## src/rtl/sar_search16.sv

```systemverilog
// sar_search16 -- successive-approximation search engine driving the B operand
// of a magnitude comparator and recovering the hidden A operand MSB-first.
//
// Parameters:
//   WIDTH   : operand / probe / result width
//   CMP_LAT : settle cycles after each probe update before flags are sampled
// Ports:
//   clk, rst_n           : clock, synchronous active-low reset
//   start                : begin a search (sampled only in IDLE)
//   probe                : registered value driven to comparator B input
//   cmp_eq/cmp_gt/cmp_lt : comparator flags (target ==, >, < probe)
//   busy                 : search in progress
//   done                 : one-cycle completion pulse
//   result               : recovered target, held until next start
//   steps                : decisions taken in the last search
//   error                : last search aborted on non-one-hot flags
module sar_search16 #(
   parameter int WIDTH   = 16,
   parameter int CMP_LAT = 0
) (
   input  logic                   clk,
   input  logic                   rst_n,
   input  logic                   start,
   output logic [WIDTH-1:0]       probe,
   input  logic                   cmp_eq,
   input  logic                   cmp_gt,
   input  logic                   cmp_lt,
   output logic                   busy,
   output logic                   done,
   output logic [WIDTH-1:0]       result,
   output logic [$clog2(WIDTH):0] steps,
   output logic                   error
);

   localparam int BW = $clog2(WIDTH);
   localparam int CW = (CMP_LAT > 1) ? $clog2(CMP_LAT) : 1;
   localparam logic [CW-1:0] CNT_LAST = CW'((CMP_LAT > 0) ? (CMP_LAT - 1) : 0);
   localparam bit HAS_SETTLE = (CMP_LAT > 0);

   typedef enum logic [1:0] {IDLE, SETTLE, DECIDE, DONE} state_t;

   state_t           state, state_nxt;
   logic [WIDTH-1:0] accum, accum_nxt, probe_nxt;
   logic [BW-1:0]    bit_idx, bit_nxt;
   logic [CW-1:0]    settle_cnt;
   logic             flags_ok;
   logic             last_bit;

   // Decision datapath: candidate accumulator and next trial probe
   always_comb begin
      flags_ok  = ({cmp_eq, cmp_gt, cmp_lt} == 3'b100) ||
                  ({cmp_eq, cmp_gt, cmp_lt} == 3'b010) ||
                  ({cmp_eq, cmp_gt, cmp_lt} == 3'b001);
      accum_nxt = cmp_gt ? probe : accum;
      bit_nxt   = bit_idx - 1'b1;
      probe_nxt = accum_nxt | (WIDTH'(1) << bit_nxt);
      last_bit  = (bit_idx == '0);
   end

   // State register
   always_ff @(posedge clk) begin
      if (!rst_n) begin
         state <= IDLE;
      end else begin
         state <= state_nxt;
      end
   end

   // Next-state logic
   always_comb begin
      state_nxt = state;
      case (state)
         IDLE: begin
            if (start) begin
               state_nxt = HAS_SETTLE ? SETTLE : DECIDE;
            end
         end
         SETTLE: begin
            if (settle_cnt == CNT_LAST) begin
               state_nxt = DECIDE;
            end
         end
         DECIDE: begin
            if (!flags_ok || cmp_eq || last_bit) begin
               state_nxt = DONE;
            end else begin
               state_nxt = HAS_SETTLE ? SETTLE : DECIDE;
            end
         end
         DONE: begin
            state_nxt = IDLE;
         end
         default: begin
            state_nxt = IDLE;
         end
      endcase
   end

   // Output decode
   always_comb begin
      busy = (state == SETTLE) || (state == DECIDE);
      done = (state == DONE);
   end

   // Search datapath registers
   always_ff @(posedge clk) begin
      if (!rst_n) begin
         probe      <= '0;
         accum      <= '0;
         bit_idx    <= '0;
         settle_cnt <= '0;
         result     <= '0;
         steps      <= '0;
         error      <= 1'b0;
      end else begin
         case (state)
            IDLE: begin
               if (start) begin
                  accum      <= '0;
                  result     <= '0;
                  steps      <= '0;
                  error      <= 1'b0;
                  bit_idx    <= BW'(WIDTH - 1);
                  probe      <= {1'b1, {(WIDTH-1){1'b0}}};
                  settle_cnt <= '0;
               end
            end
            SETTLE: begin
               settle_cnt <= (settle_cnt == CNT_LAST) ? '0 : settle_cnt + 1'b1;
            end
            DECIDE: begin
               steps <= steps + 1'b1;
               if (!flags_ok) begin
                  error  <= 1'b1;
                  result <= accum;
               end else if (cmp_eq) begin
                  result <= probe;
               end else begin
                  accum <= accum_nxt;
                  if (last_bit) begin
                     result <= accum_nxt;
                  end else begin
                     bit_idx <= bit_nxt;
                     probe   <= probe_nxt;
                  end
               end
            end
            default: begin
            end
         endcase
      end
   end

endmodule

```

## config.mk

```make
export PLATFORM = sky130hd
export DESIGN_NAME = sar_search16
export DESIGN_NICKNAME = d
export VERILOG_FILES = /design/src/rtl/sar_search16.sv
export SDC_FILE = /design/constraint.sdc
export NUM_CORES = 1
export LEC_CHECK = 0
export ABC_CLOCK_PERIOD_IN_PS = 1900
export BUFFER_PORTS_ARGS = -buffer_cell sky130_fd_sc_hd__buf_2
export CAP_MARGIN = 20
export CORE_ASPECT_RATIO = 0.8
export CORE_MARGIN = 5
export CORE_UTILIZATION = 35
export CTS_CLUSTER_SIZE = 14
export DETAILED_ROUTE_END_ITERATION = 10
export PLACE_DENSITY_LB_ADDON = 0.25
export SYNTH_ARGS = -nofsm -noshare
export SYNTH_HDL_FRONTEND = slang
export SYNTH_SLANG_ARGS = --single-unit
```

## constraint.sdc

```tcl
create_clock -name clk -period 1.9 [get_ports clk]
set_input_delay 0.095 -clock clk [delete_from_list [all_inputs] [get_ports clk]]
set_output_delay 0.095 -clock clk [all_outputs]
set_load 0.005 [all_outputs]
```

==> results of run 1 <==
==> logic make-up after synthesis <==
| logic type | synth area share [%] |
|---|---|
| compound gates | 23.3 |
| mux | 14.4 |
| simple gates | 11.1 |
| xor+xnor | 2.05 |
| flops | 40.9 |
| fa+ha+maj | 4.26 |
| buf+inv | 3.96 |
==> cells in the mapped netlist (all sizes together), types with 5 or more instances <==
cell     instances  area (sq um)
nor2b            5          31.3
mux2            16           180
o2bb2ai         31           272
a21oi            6          30.0
mux2i           23           243
a22o            15           131
dfxtp           60          1200
buf             15          86.3
a221oi          15           131
and2             6          37.5
nand2            5          18.8
nor2            14          55.1
inv              5          18.8
ha              10           125
==> worst max-delay path, delay by kind of cell (launching register included) <==
kind,cells,cell delay (ns)
flip-flops,1,0.34
AO/OA/AOI/OAI,1,0.08
buffers and inverters,3,0.37
adder cells (fa/ha/maj),1,0.21
AND/OR/NAND/NOR,3,0.67
==> final timing paths <==
path,cells past startpoint,slack [ns],to,startpoint
worst max-delay path,8,0.11,result[4],bit_idx[0]
worst min-delay path,2,0.12,probe[15],rst_n
worst max register to register,8,0.11,result[4],bit_idx[0]
worst min register to register,1,0.46,result[13],result[13]
==> registers in the layout, indices dropped and copies added (netlist names) <==
name,cells
accum,16
probe,16
result,16
steps,5
bit_idx,4
state,2
error,1
==> what timing repair did <==
| action | in CTS | in global routing |
|---|---|---|
| endpoints found under the setup margin | 15 | 49 |
| resized for setup | 2 | 5 |
| pin swaps | 0 | 0 |
==> cell type report <==
| type | instances | area [sq um] |
|---|---|---|
| clock inverter | 4 | 72.6 |
| tap | 108 | 135 |
| clock buffer | 12 | 145 |
| sequential | 60 | 1200 |
| timing repair buffer | 69 | 455 |
| inverter | 5 | 18.8 |
| multi-input combinational | 192 | 1640 |
| fill | 792 | 4380 |
==> power by group <==
| part | internal, mW | switching (mW) | total (mW) | leakage (nW) |
|---|---|---|---|---|
| clock | 0.774 | 0.522 | 1.30 | 0.107 |
| combinational | 0.297 | 0.397 | 0.695 | 0.902 |
| sequential | 1.29 | 0.0220 | 1.31 | 0.485 |
| total | 2.36 | 0.941 | 3.30 | 1.49 |
==> routing by layer <==
| layer | wire [um] | up-vias | GRT usage (%) | share of wire [%] |
|---|---|---|---|---|
| li1 | - | 1190 | - | - |
| met1 | 3970 | 1148 | 22.1 | 53 |
| met2 | 3060 | 59 | 20.2 | 41 |
| met3 | 340 | 8 | 4.01 | 4.5 |
| met4 | 108 | 0 | 6.11 | 1.4 |
| met5 | 0 | - | 0 | 0 |
==> per-stage QoR <==
step	hold slack (ns)	util, %	power (mW)	instance area (sq um)
after floorplan	0.353	-	1.76	2940
after global placement	0.435	42.6	2.00	3430
after detailed placement	0.441	42.6	2.02	3430
after CTS	0.0837	45.4	3.32	3650
after global routing	0.103	45.6	3.45	3670
final	0.117	45.6	3.30	3670
==> tab_implementation.tex, run 1 <==
\begin{tabular}{lr}
\hline
Metric & Value \\
\hline
\multicolumn{2}{l}{\textbf{Layout}} \\
\quad Filler-free cell count of the finished design & 450 \\
\quad Number of diodes added for antenna fixing & 0 \\
\quad Leading cell types in the layout, fill and taps excluded & 60 x sky130\_fd\_sc\_hd\_\_dfxtp\_1, 45 x sky130\_fd\_sc\_hd\_\_buf\_2, 31 x sky130\_fd\_sc\_hd\_\_o2bb2ai\_1 \\
\quad Ratio of cells with drive above 1 in the final layout & between 30\% and 40\% \\
\quad Area growth from synthesis to final layout & 25.1\% \\
\quad Final \#Nets & 353 \\
\quad Most common library cell in the layout ignoring fill and taps & sky130\_fd\_sc\_hd\_\_dfxtp\_1 \\
\multicolumn{2}{l}{\textbf{Routing}} \\
\quad Post-detailed-routing wire length & about 7500 um \\
\quad Via total after detailed routing & $\sim$2,400 \\
\quad Drc violations & 0 \\
\quad Via-per-instance ratio & 5.34 \\
\quad Antenna Nets Post-Route & 0 \\
\quad Detail-routed net length per standard cell & $\sim$17 um \\
\quad Number of DRC markers after the initial detailed-route iteration & $\sim$160 \\
\quad DR pass1 iterations & 4 \\
\multicolumn{2}{l}{\textbf{Worst setup path}} \\
\quad Crit-path max cell delay & about 0.39 ns \\
\quad Required time at the endpoint of the critical path & $\sim$2.1 ns \\
\quad Startpoint type of the worst setup path & flip-flop \\
\quad CP max FO & 16 \\
\quad Crit-path cells & inv\_1 > ha\_1 > nor3b\_2 > buf\_4 > or3\_4 > nand3\_2 > buf\_12 > o2bb2ai\_1 \\
\quad Worst path slowest cell & sky130\_fd\_sc\_hd\_\_or3\_4 \\
\quad Class of the most critical setup path & flip-flop to flip-flop \\
\quad Crit path capture type & flip-flop \\
\quad Endpoint arrival time on the critical path & between 2 and 2.5 ns \\
\multicolumn{2}{l}{\textbf{Power and ir drop}} \\
\quad Leakage & about 1.5 nW \\
\quad Worst ir drop on vdd & slightly above 0.4 mV \\
\quad Areal power density over the cells & between 800 and 900 mW/mm\^{}2 \\
\multicolumn{2}{l}{\textbf{Placement}} \\
\quad Count of input and output buffers & 45 \\
\quad Routability congestion estimate from global placement & between 0.8 and 0.9 \\
\quad Total instance count after detailed placement & 434 \\
\quad Detailed placement HPWL & 5080 um \\
\quad Post-Place Setup Slack & -0.284 ns \\
\multicolumn{2}{l}{\textbf{Floorplanning}} \\
\quad Placement row count & 29 \\
\quad Vert. Die Dim & slightly above 90 um \\
\quad Area inside the core boundary & just over 0.008 sq mm \\
\quad Initial standard-cell utilization of the core & around 36\% \\
\quad IO Pins & 46 \\
\quad Total Die Area & just over 0.01 sq mm \\
\quad X dimension of the die & about 110 um \\
\multicolumn{2}{l}{\textbf{STA}} \\
\quad \# setup viols final & 0 \\
\quad Max-Slew Margin vs Limit & 65.1\% \\
\quad Final Critical Period & approximately 1.8 ns \\
\quad Final critical-path share of the clock period & a little over nine tenths \\
\quad Worst-case clock skew & 0.0106 ns \\
\quad Least setup slack across all paths after layout & between 0.1 and 0.15 ns \\
\quad Highest Clock Rate & around 560 MHz \\
\quad Measured slew at the worst slew-check pin & between 0.5 and 0.6 ns \\
\quad Final TNS setup & 0 ns \\
\quad Final Hold Fails & 0 \\
\quad RSZ-0062 raised after global routing & false \\
\quad Final max-slew violation count & 0 \\
\multicolumn{2}{l}{\textbf{GRT}} \\
\quad Total global routing overflow & 0 \\
\quad Maximum number of pins on one net before global-route repair & 20 \\
\quad Antenna violations before repair & 0 \\
\quad Via count of the first global-routing pass & roughly 2,300 \\
\quad Global-route wire length before repair & around 12,000 um \\
\quad GRT Total Usage & 14.9\% \\
\multicolumn{2}{l}{\textbf{Synthesis}} \\
\quad Ys async rst share & 0\% \\
\quad Post-synthesis cell type count & 47 \\
\quad EDFF count, synth & 0 \\
\quad Total of warnings raised by yosys & 0 \\
\quad Post-synthesis sequential area ratio & between 40 and 50\% \\
\quad Dominant synthesized flop cell & sky130\_fd\_sc\_hd\_\_dfxtp\_1 \\
\quad Mean instance size in the synthesized netlist & 10.7 sq um \\
\quad Synthesized instance count & $\sim$280 \\
\quad Total standard cell area after synthesis & roughly 0.0029 sq mm \\
\quad \#FFs+latches synth & 60 \\
\quad Synthesized net count & between 200 and 300 \\
\multicolumn{2}{l}{\textbf{Worst hold path}} \\
\quad Type of the most critical hold path & input port to flip-flop \\
\multicolumn{2}{l}{\textbf{Clock network}} \\
\quad Clock tree root driver cell & sky130\_fd\_sc\_hd\_\_clkbuf\_8 \\
\quad Clock H-tree levels & 3 \\
\quad Setup Fix Bufs, Post-CTS & 0 \\
\quad Clock Sink Count & 60 \\
\quad Clock tree from TritonCTS & done \\
\quad Clk buf depth & 2 \\
\quad Number of hold buffers added after cts & 0 \\
\quad CTS clk-pin slew, worst paths & 0.07 ns \\
\quad Clock buffers created by TritonCTS & 9 \\
\quad Worst-skew pair later-pin latency & between 0.3 and 0.4 ns \\
\multicolumn{2}{l}{\textbf{Status}} \\
\quad Run status & complete, no violations \\
\multicolumn{2}{l}{\textbf{Job}} \\
\quad Total of max-cap violations & 0 \\
\hline
\end{tabular}
Power figures use the tool's default switching activity.
==> inputs of run 2 (changes only) <==
--- a/config.mk
+++ b/config.mk
@@ -8,9 +8,11 @@
 export ABC_CLOCK_PERIOD_IN_PS = 1900
 export BUFFER_PORTS_ARGS = -buffer_cell sky130_fd_sc_hd__buf_2
 export CAP_MARGIN = 20
+export CELL_PAD_IN_SITES_DETAIL_PLACEMENT = 1
+export CELL_PAD_IN_SITES_GLOBAL_PLACEMENT = 2
 export CORE_ASPECT_RATIO = 0.8
 export CORE_MARGIN = 5
-export CORE_UTILIZATION = 35
+export CORE_UTILIZATION = 33
 export CTS_CLUSTER_SIZE = 14
 export DETAILED_ROUTE_END_ITERATION = 10
 export PLACE_DENSITY_LB_ADDON = 0.25
==> tab_implementation.tex, run 2 (synthesized netlist as in run 1, its figures left out) <==
\begin{tabular}{lr}
\hline
Metric & Value \\
\hline
\multicolumn{2}{l}{\textbf{Floorplanning}} \\
\quad Placement row count & 30 \\
\quad Total Die Area & 0.0109 sq mm \\
\quad Vert. Die Dim & roughly 94 um \\
\quad IO Pins & 46 \\
\quad X dimension of the die & between 100 and 150 um \\
\quad Initial standard-cell utilization of the core & 34.1\% \\
\quad Area inside the core boundary & roughly 0.0086 sq mm \\
\multicolumn{2}{l}{\textbf{Worst setup path}} \\
\quad Startpoint type of the worst setup path & flip-flop \\
\quad Endpoint arrival time on the critical path & 2.15 ns \\
\quad CP max FO & 15 \\
\quad Crit path capture type & flip-flop \\
\quad Class of the most critical setup path & flip-flop to flip-flop \\
\quad Startpoint of the most critical register-to-register path & state[0] \\
\quad Cells on worst reg2reg path & 8 \\
\quad Required time at the endpoint of the critical path & approximately 2.2 ns \\
\quad Destination of the worst register-to-register timing path & accum[2] \\
\quad Reg-to-reg slack, setup & $\sim$0.045 ns \\
\multicolumn{2}{l}{\textbf{Clock network}} \\
\quad Clock tree root driver cell & sky130\_fd\_sc\_hd\_\_clkbuf\_8 \\
\quad Number of hold buffers added after cts & 0 \\
\quad Setup Fix Bufs, Post-CTS & 0 \\
\quad Worst-skew pair later-pin latency & $\sim$0.36 ns \\
\quad Clock buffers created by TritonCTS & 9 \\
\quad Clock tree from TritonCTS & done \\
\quad Clock H-tree levels & 3 \\
\quad Clock Sink Count & 60 \\
\quad CTS clk-pin slew, worst paths & approximately 0.07 ns \\
\quad Post-cts sizing count & 2 \\
\quad Clk buf depth & 2 \\
\multicolumn{2}{l}{\textbf{GRT}} \\
\quad Total global routing overflow & 0 \\
\quad Antenna violations before repair & 0 \\
\quad Global-route wire length before repair & about 13,000 um \\
\quad Maximum number of pins on one net before global-route repair & 20 \\
\quad Via count of the first global-routing pass & 2,531 \\
\quad GRT Total Usage & between 10\% and 20\% \\
\multicolumn{2}{l}{\textbf{Routing}} \\
\quad Antenna Nets Post-Route & 0 \\
\quad Number of DRC markers after the initial detailed-route iteration & around 140 \\
\quad Via-per-instance ratio & 5.34 \\
\quad Drc violations & 0 \\
\quad DR pass1 iterations & 4 \\
\quad Detail-routed net length per standard cell & 18.0 um \\
\quad Via total after detailed routing & $\sim$2,400 \\
\quad Post-detailed-routing wire length & roughly 8300 um \\
\multicolumn{2}{l}{\textbf{Layout}} \\
\quad Filler-free cell count of the finished design & 459 \\
\quad Most common library cell in the layout ignoring fill and taps & sky130\_fd\_sc\_hd\_\_dfxtp\_1 \\
\quad Final \#Nets & 358 \\
\quad Leading cell types in the layout, fill and taps excluded & 60 x sky130\_fd\_sc\_hd\_\_dfxtp\_1, 45 x sky130\_fd\_sc\_hd\_\_buf\_2, 31 x sky130\_fd\_sc\_hd\_\_o2bb2ai\_1 \\
\quad Post-layout utilization of the core & between 40\% and 50\% \\
\quad Number of diodes added for antenna fixing & 0 \\
\quad Area growth from synthesis to final layout & 24.7\% \\
\quad Ratio of cells with drive above 1 in the final layout & 34.0\% \\
\quad Post-Layout Inst Area & roughly 0.0037 sq mm \\
\quad Largest registers ranked by flip-flop count & accum x16, probe x16, result x16 \\
\multicolumn{2}{l}{\textbf{STA}} \\
\quad Final Hold Fails & 0 \\
\quad RSZ-0062 raised after global routing & true \\
\quad Max-Slew Margin vs Limit & a little under two thirds \\
\quad Measured slew at the worst slew-check pin & roughly 0.54 ns \\
\quad Final Critical Period & between 1.5 and 2 ns \\
\quad Final max-slew violation count & 0 \\
\quad Final critical-path share of the clock period & between 90\% and 100\% \\
\quad Worst-case clock skew & approximately 0.0095 ns \\
\quad \# setup viols final & 0 \\
\quad Highest Clock Rate & 539 MHz \\
\multicolumn{2}{l}{\textbf{Job}} \\
\quad Total of max-cap violations & 0 \\
\multicolumn{2}{l}{\textbf{Placement}} \\
\quad Routability congestion estimate from global placement & 0.824 \\
\quad Placed instance area & roughly 0.0034 sq mm \\
\quad Detailed placement HPWL & around 5900 um \\
\quad Count of input and output buffers & 45 \\
\quad Total instance count after detailed placement & approximately 440 \\
\multicolumn{2}{l}{\textbf{Worst hold path}} \\
\quad Type of the most critical hold path & input port to flip-flop \\
\quad Min-Delay Endpoint & probe[15] \\
\quad Hold Path Cell Cnt & 2 \\
\quad Launch instance of the worst min-delay path & rst\_n \\
\multicolumn{2}{l}{\textbf{Power and ir drop}} \\
\quad Pwr Total & 3.11 mW \\
\quad Worst ir drop on vdd & between 0.4 and 0.5 mV \\
\quad Leakage & 1.50 nW \\
\quad Areal power density over the cells & $\sim$850 mW/mm\^{}2 \\
\multicolumn{2}{l}{\textbf{Status}} \\
\quad Run status & complete, no violations \\
\hline
\end{tabular}
==> run 2: layout make-up <==
| class | count | area (sq um) |
|---|---|---|
| fillers | 985 | 4930 |
| multi-input cells | 192 | 1650 |
| flip-flops and latches | 60 | 1200 |
| repair buffers | 74 | 472 |
| clock buffers | 15 | 176 |
| well taps | 112 | 140 |
| inverters | 5 | 18.8 |
| clock inverters | 1 | 5.00 |
==> run 2: worst max-delay path by stage <==
stage / start / to / slack [ns]
after floorplan: bit_idx[0] / result[10] / 0.08
final: state[0] / accum[2] / 0.04
after global placement: state[0] / probe[7] / -0.26
after detailed placement: state[0] / probe[6] / -0.37
after global routing: state[1] / result[13] / -0.02
after CTS: state[0] / probe[6] / 0.03
==> run 2: critical path, stage by stage, from the launching register on <==
cell and delay [ns]:
sky130_fd_sc_hd__dfxtp_1 0.32, sky130_fd_sc_hd__inv_1 0.10, sky130_fd_sc_hd__ha_1 0.30, sky130_fd_sc_hd__mux2i_4 0.32
sky130_fd_sc_hd__buf_4 0.15, sky130_fd_sc_hd__nand2_1 0.09, sky130_fd_sc_hd__o21ai_1 0.17, sky130_fd_sc_hd__buf_12 0.19
sky130_fd_sc_hd__a22o_1 0.15
==> run 2: where the power goes <==
part           leakage [nW]  switching, mW  internal (mW)  total, mW
Sequential            0.485         0.0216           1.29       1.31
Clock                0.0937          0.498          0.580       1.08
Combinational         0.921          0.415          0.303      0.718
Total                  1.50          0.935           2.17       3.11
==> run 2: through the flow <==
stage	setup WS [ns]	hold WS [ns]	setup TNS [ns]
floorplan	0.0764	0.353	0
global placement	-0.264	0.439	-3.93
detailed placement	-0.371	0.441	-5.41
CTS	0.0333	0.0527	0
global route	-0.0246	0.0740	-0.282
finish	0.0449	0.0717	0
==> run 2: metal layers <==
layer	GRT usage (%)	vias to the layer above	wire length, um
li1	-	1194	-
met1	22.9	1198	4330
met2	22.9	48	3460
met3	4.68	9	383
met4	4.99	0	85
met5	0	-	0
==> inputs of run 3 (changes only) <==
--- a/config.mk
+++ b/config.mk
@@ -6,11 +6,11 @@
 export NUM_CORES = 1
 export LEC_CHECK = 0
 export ABC_CLOCK_PERIOD_IN_PS = 1900
-export BUFFER_PORTS_ARGS = -buffer_cell sky130_fd_sc_hd__buf_2
+export BUFFER_PORTS_ARGS = -buffer_cell sky130_fd_sc_hd__clkbuf_2
 export CAP_MARGIN = 20
 export CELL_PAD_IN_SITES_DETAIL_PLACEMENT = 1
 export CELL_PAD_IN_SITES_GLOBAL_PLACEMENT = 2
-export CORE_ASPECT_RATIO = 0.8
+export CORE_ASPECT_RATIO = 1.5
 export CORE_MARGIN = 5
 export CORE_UTILIZATION = 33
 export CTS_CLUSTER_SIZE = 14
==> tab_implementation.tex, run 3 (synthesized netlist as in run 1, its figures left out) <==
\begin{tabular}{lr}
\hline
Metric & Value \\
\hline
\multicolumn{2}{l}{\textbf{Routing}} \\
\quad Via total after detailed routing & roughly 2,400 \\
\quad Antenna Nets Post-Route & 0 \\
\quad Number of DRC markers after the initial detailed-route iteration & around 130 \\
\quad DR pass1 iterations & 4 \\
\quad Via-per-instance ratio & $\sim$5.3 \\
\quad Drc violations & 0 \\
\quad Post-detailed-routing wire length & between 8000 and 9000 um \\
\quad Detail-routed net length per standard cell & approximately 18 um \\
\multicolumn{2}{l}{\textbf{Layout}} \\
\quad Final \#Nets & around 360 \\
\quad Area growth from synthesis to final layout & 29.3\% \\
\quad Most common library cell in the layout ignoring fill and taps & sky130\_fd\_sc\_hd\_\_dfxtp\_1 \\
\quad Ratio of cells with drive above 1 in the final layout & between 30\% and 40\% \\
\quad Post-layout utilization of the core & 43.3\% \\
\quad Largest registers ranked by flip-flop count & accum x16, probe x16, result x16 \\
\quad Number of diodes added for antenna fixing & 0 \\
\quad Leading cell types in the layout, fill and taps excluded & 60 x sky130\_fd\_sc\_hd\_\_dfxtp\_1, 45 x sky130\_fd\_sc\_hd\_\_clkbuf\_2, 31 x sky130\_fd\_sc\_hd\_\_o2bb2ai\_1 \\
\multicolumn{2}{l}{\textbf{STA}} \\
\quad \# setup viols final & 0 \\
\quad Final TNS setup & 0 ns \\
\quad Highest Clock Rate & approximately 560 MHz \\
\quad Final critical-path share of the clock period & 94.3\% \\
\quad Final max-slew violation count & 0 \\
\quad Final Hold Fails & 0 \\
\quad Worst-case clock skew & around 0.0056 ns \\
\quad Measured slew at the worst slew-check pin & about 0.51 ns \\
\quad Final Critical Period & between 1.5 and 2 ns \\
\quad Max-Slew Margin vs Limit & between 60 and 70\% \\
\multicolumn{2}{l}{\textbf{Floorplanning}} \\
\quad Area inside the core boundary & roughly 0.0088 sq mm \\
\quad Placement row count & 42 \\
\quad Total Die Area & 0.0109 sq mm \\
\quad Initial standard-cell utilization of the core & approximately a third \\
\quad X dimension of the die & between 80 and 90 um \\
\quad Vert. Die Dim & approximately 130 um \\
\quad IO Pins & 46 \\
\multicolumn{2}{l}{\textbf{Clock network}} \\
\quad Clock tree from TritonCTS & done \\
\quad Clk buf depth & 2 \\
\quad Clock H-tree levels & 3 \\
\quad Clock Sink Count & 60 \\
\quad Clock buffers created by TritonCTS & 9 \\
\quad Number of hold buffers added after cts & 0 \\
\quad Worst-skew pair later-pin latency & roughly 0.33 ns \\
\quad CTS clk-pin slew, worst paths & 0.05 ns \\
\quad Clock tree root driver cell & sky130\_fd\_sc\_hd\_\_clkbuf\_16 \\
\multicolumn{2}{l}{\textbf{Worst setup path}} \\
\quad CP max FO & 15 \\
\quad Required time at the endpoint of the critical path & $\sim$2.2 ns \\
\quad Destination of the worst register-to-register timing path & accum[6] \\
\quad Endpoint arrival time on the critical path & around 2.1 ns \\
\quad Cells on worst reg2reg path & 8 \\
\quad Startpoint type of the worst setup path & flip-flop \\
\quad Startpoint of the most critical register-to-register path & state[0] \\
\quad Crit path capture type & flip-flop \\
\quad Reg-to-reg slack, setup & between 0.1 and 0.15 ns \\
\quad Class of the most critical setup path & flip-flop to flip-flop \\
\multicolumn{2}{l}{\textbf{Worst hold path}} \\
\quad Launch instance of the worst min-delay path & rst\_n \\
\quad Min-Delay Endpoint & probe[15] \\
\quad Hold Path Cell Cnt & 2 \\
\quad Type of the most critical hold path & input port to flip-flop \\
\multicolumn{2}{l}{\textbf{Placement}} \\
\quad Count of input and output buffers & 45 \\
\quad Detailed placement HPWL & 5920 um \\
\quad Routability congestion estimate from global placement & about 0.79 \\
\multicolumn{2}{l}{\textbf{Job}} \\
\quad Total of max-cap violations & 0 \\
\multicolumn{2}{l}{\textbf{GRT}} \\
\quad Maximum number of pins on one net before global-route repair & 20 \\
\quad GRT Total Usage & between 10\% and 20\% \\
\quad Total global routing overflow & 0 \\
\quad Global-route wire length before repair & 13,700 um \\
\quad Antenna violations before repair & 0 \\
\quad Via count of the first global-routing pass & 2,610 \\
\multicolumn{2}{l}{\textbf{Power and ir drop}} \\
\quad Areal power density over the cells & around 970 mW/mm\^{}2 \\
\quad Worst ir drop on vdd & approximately 0.54 mV \\
\quad Leakage & 1.53 nW \\
\multicolumn{2}{l}{\textbf{Status}} \\
\quad Run status & complete, no violations \\
\hline
\end{tabular}
run 3: final cells by class:
type                    instances  area [sq um]
clock inverters                 4          47.5
repair buffers                 73           485
multi-input cells             192          1650
well taps                     110           138
clock buffers                  12           256
flip-flops and latches         60          1200
inverters                       5          18.8
fillers                       984          4980
run 3: worst max path at each step:
stage	endpoint	cells after the start	start	slack, ns
global route	accum[3]	8	state[0]	-0.02
finish	accum[6]	8	state[0]	0.11
detailed placement	probe[4]	6	state[0]	-0.32
CTS	probe[4]	6	state[0]	0.02
global placement	probe[10]	6	state[0]	-0.23
floorplan	result[10]	7	bit_idx[0]	0.08
run 3: per-layer routing:
layer | global-route usage [%] | wire, um | up-vias
met5 | 0 | 0 | -
met4 | 6.61 | 150 | 0
met3 | 4.34 | 280 | 8
met2 | 27.9 | 4390 | 45
met1 | 18.7 | 3290 | 1182
li1 | - | - | 1192
run 3: critical path, stage by stage, from the launching register on:
cell and delay, ns:
sky130_fd_sc_hd__dfxtp_1 0.32, sky130_fd_sc_hd__inv_1 0.09, sky130_fd_sc_hd__ha_1 0.29, sky130_fd_sc_hd__mux2i_4 0.26, sky130_fd_sc_hd__buf_4 0.18, sky130_fd_sc_hd__nand2_1 0.10
sky130_fd_sc_hd__o21ai_1 0.16, sky130_fd_sc_hd__buf_12 0.18, sky130_fd_sc_hd__a22o_1 0.15
run 3: report_power, final:
part,internal (mW),leakage [nW],switching [mW]
logic,0.306,0.892,0.406
registers,1.29,0.485,0.0234
clock network,1.08,0.149,0.566
total,2.68,1.53,0.996
run 3: stage by stage:
stage	area [sq um]	power, mW	cells	hold slack (ns)	setup slack (ns)
floorplan	2940	1.76	275	0.353	0.0764
global placement	3440	2.01	439	0.443	-0.235
detailed placement	3440	2.03	439	0.446	-0.317
CTS	3770	3.72	456	0.0991	0.0205
global route	3800	3.86	456	0.127	-0.0216
finish	3800	3.67	456	0.116	0.108
run 3: repair_timing:
action	CTS	global route
resized for setup	2	5
cloned	0	0
pin swaps	1	0
endpoints found under the setup margin	31	43
buffers inserted	1	0
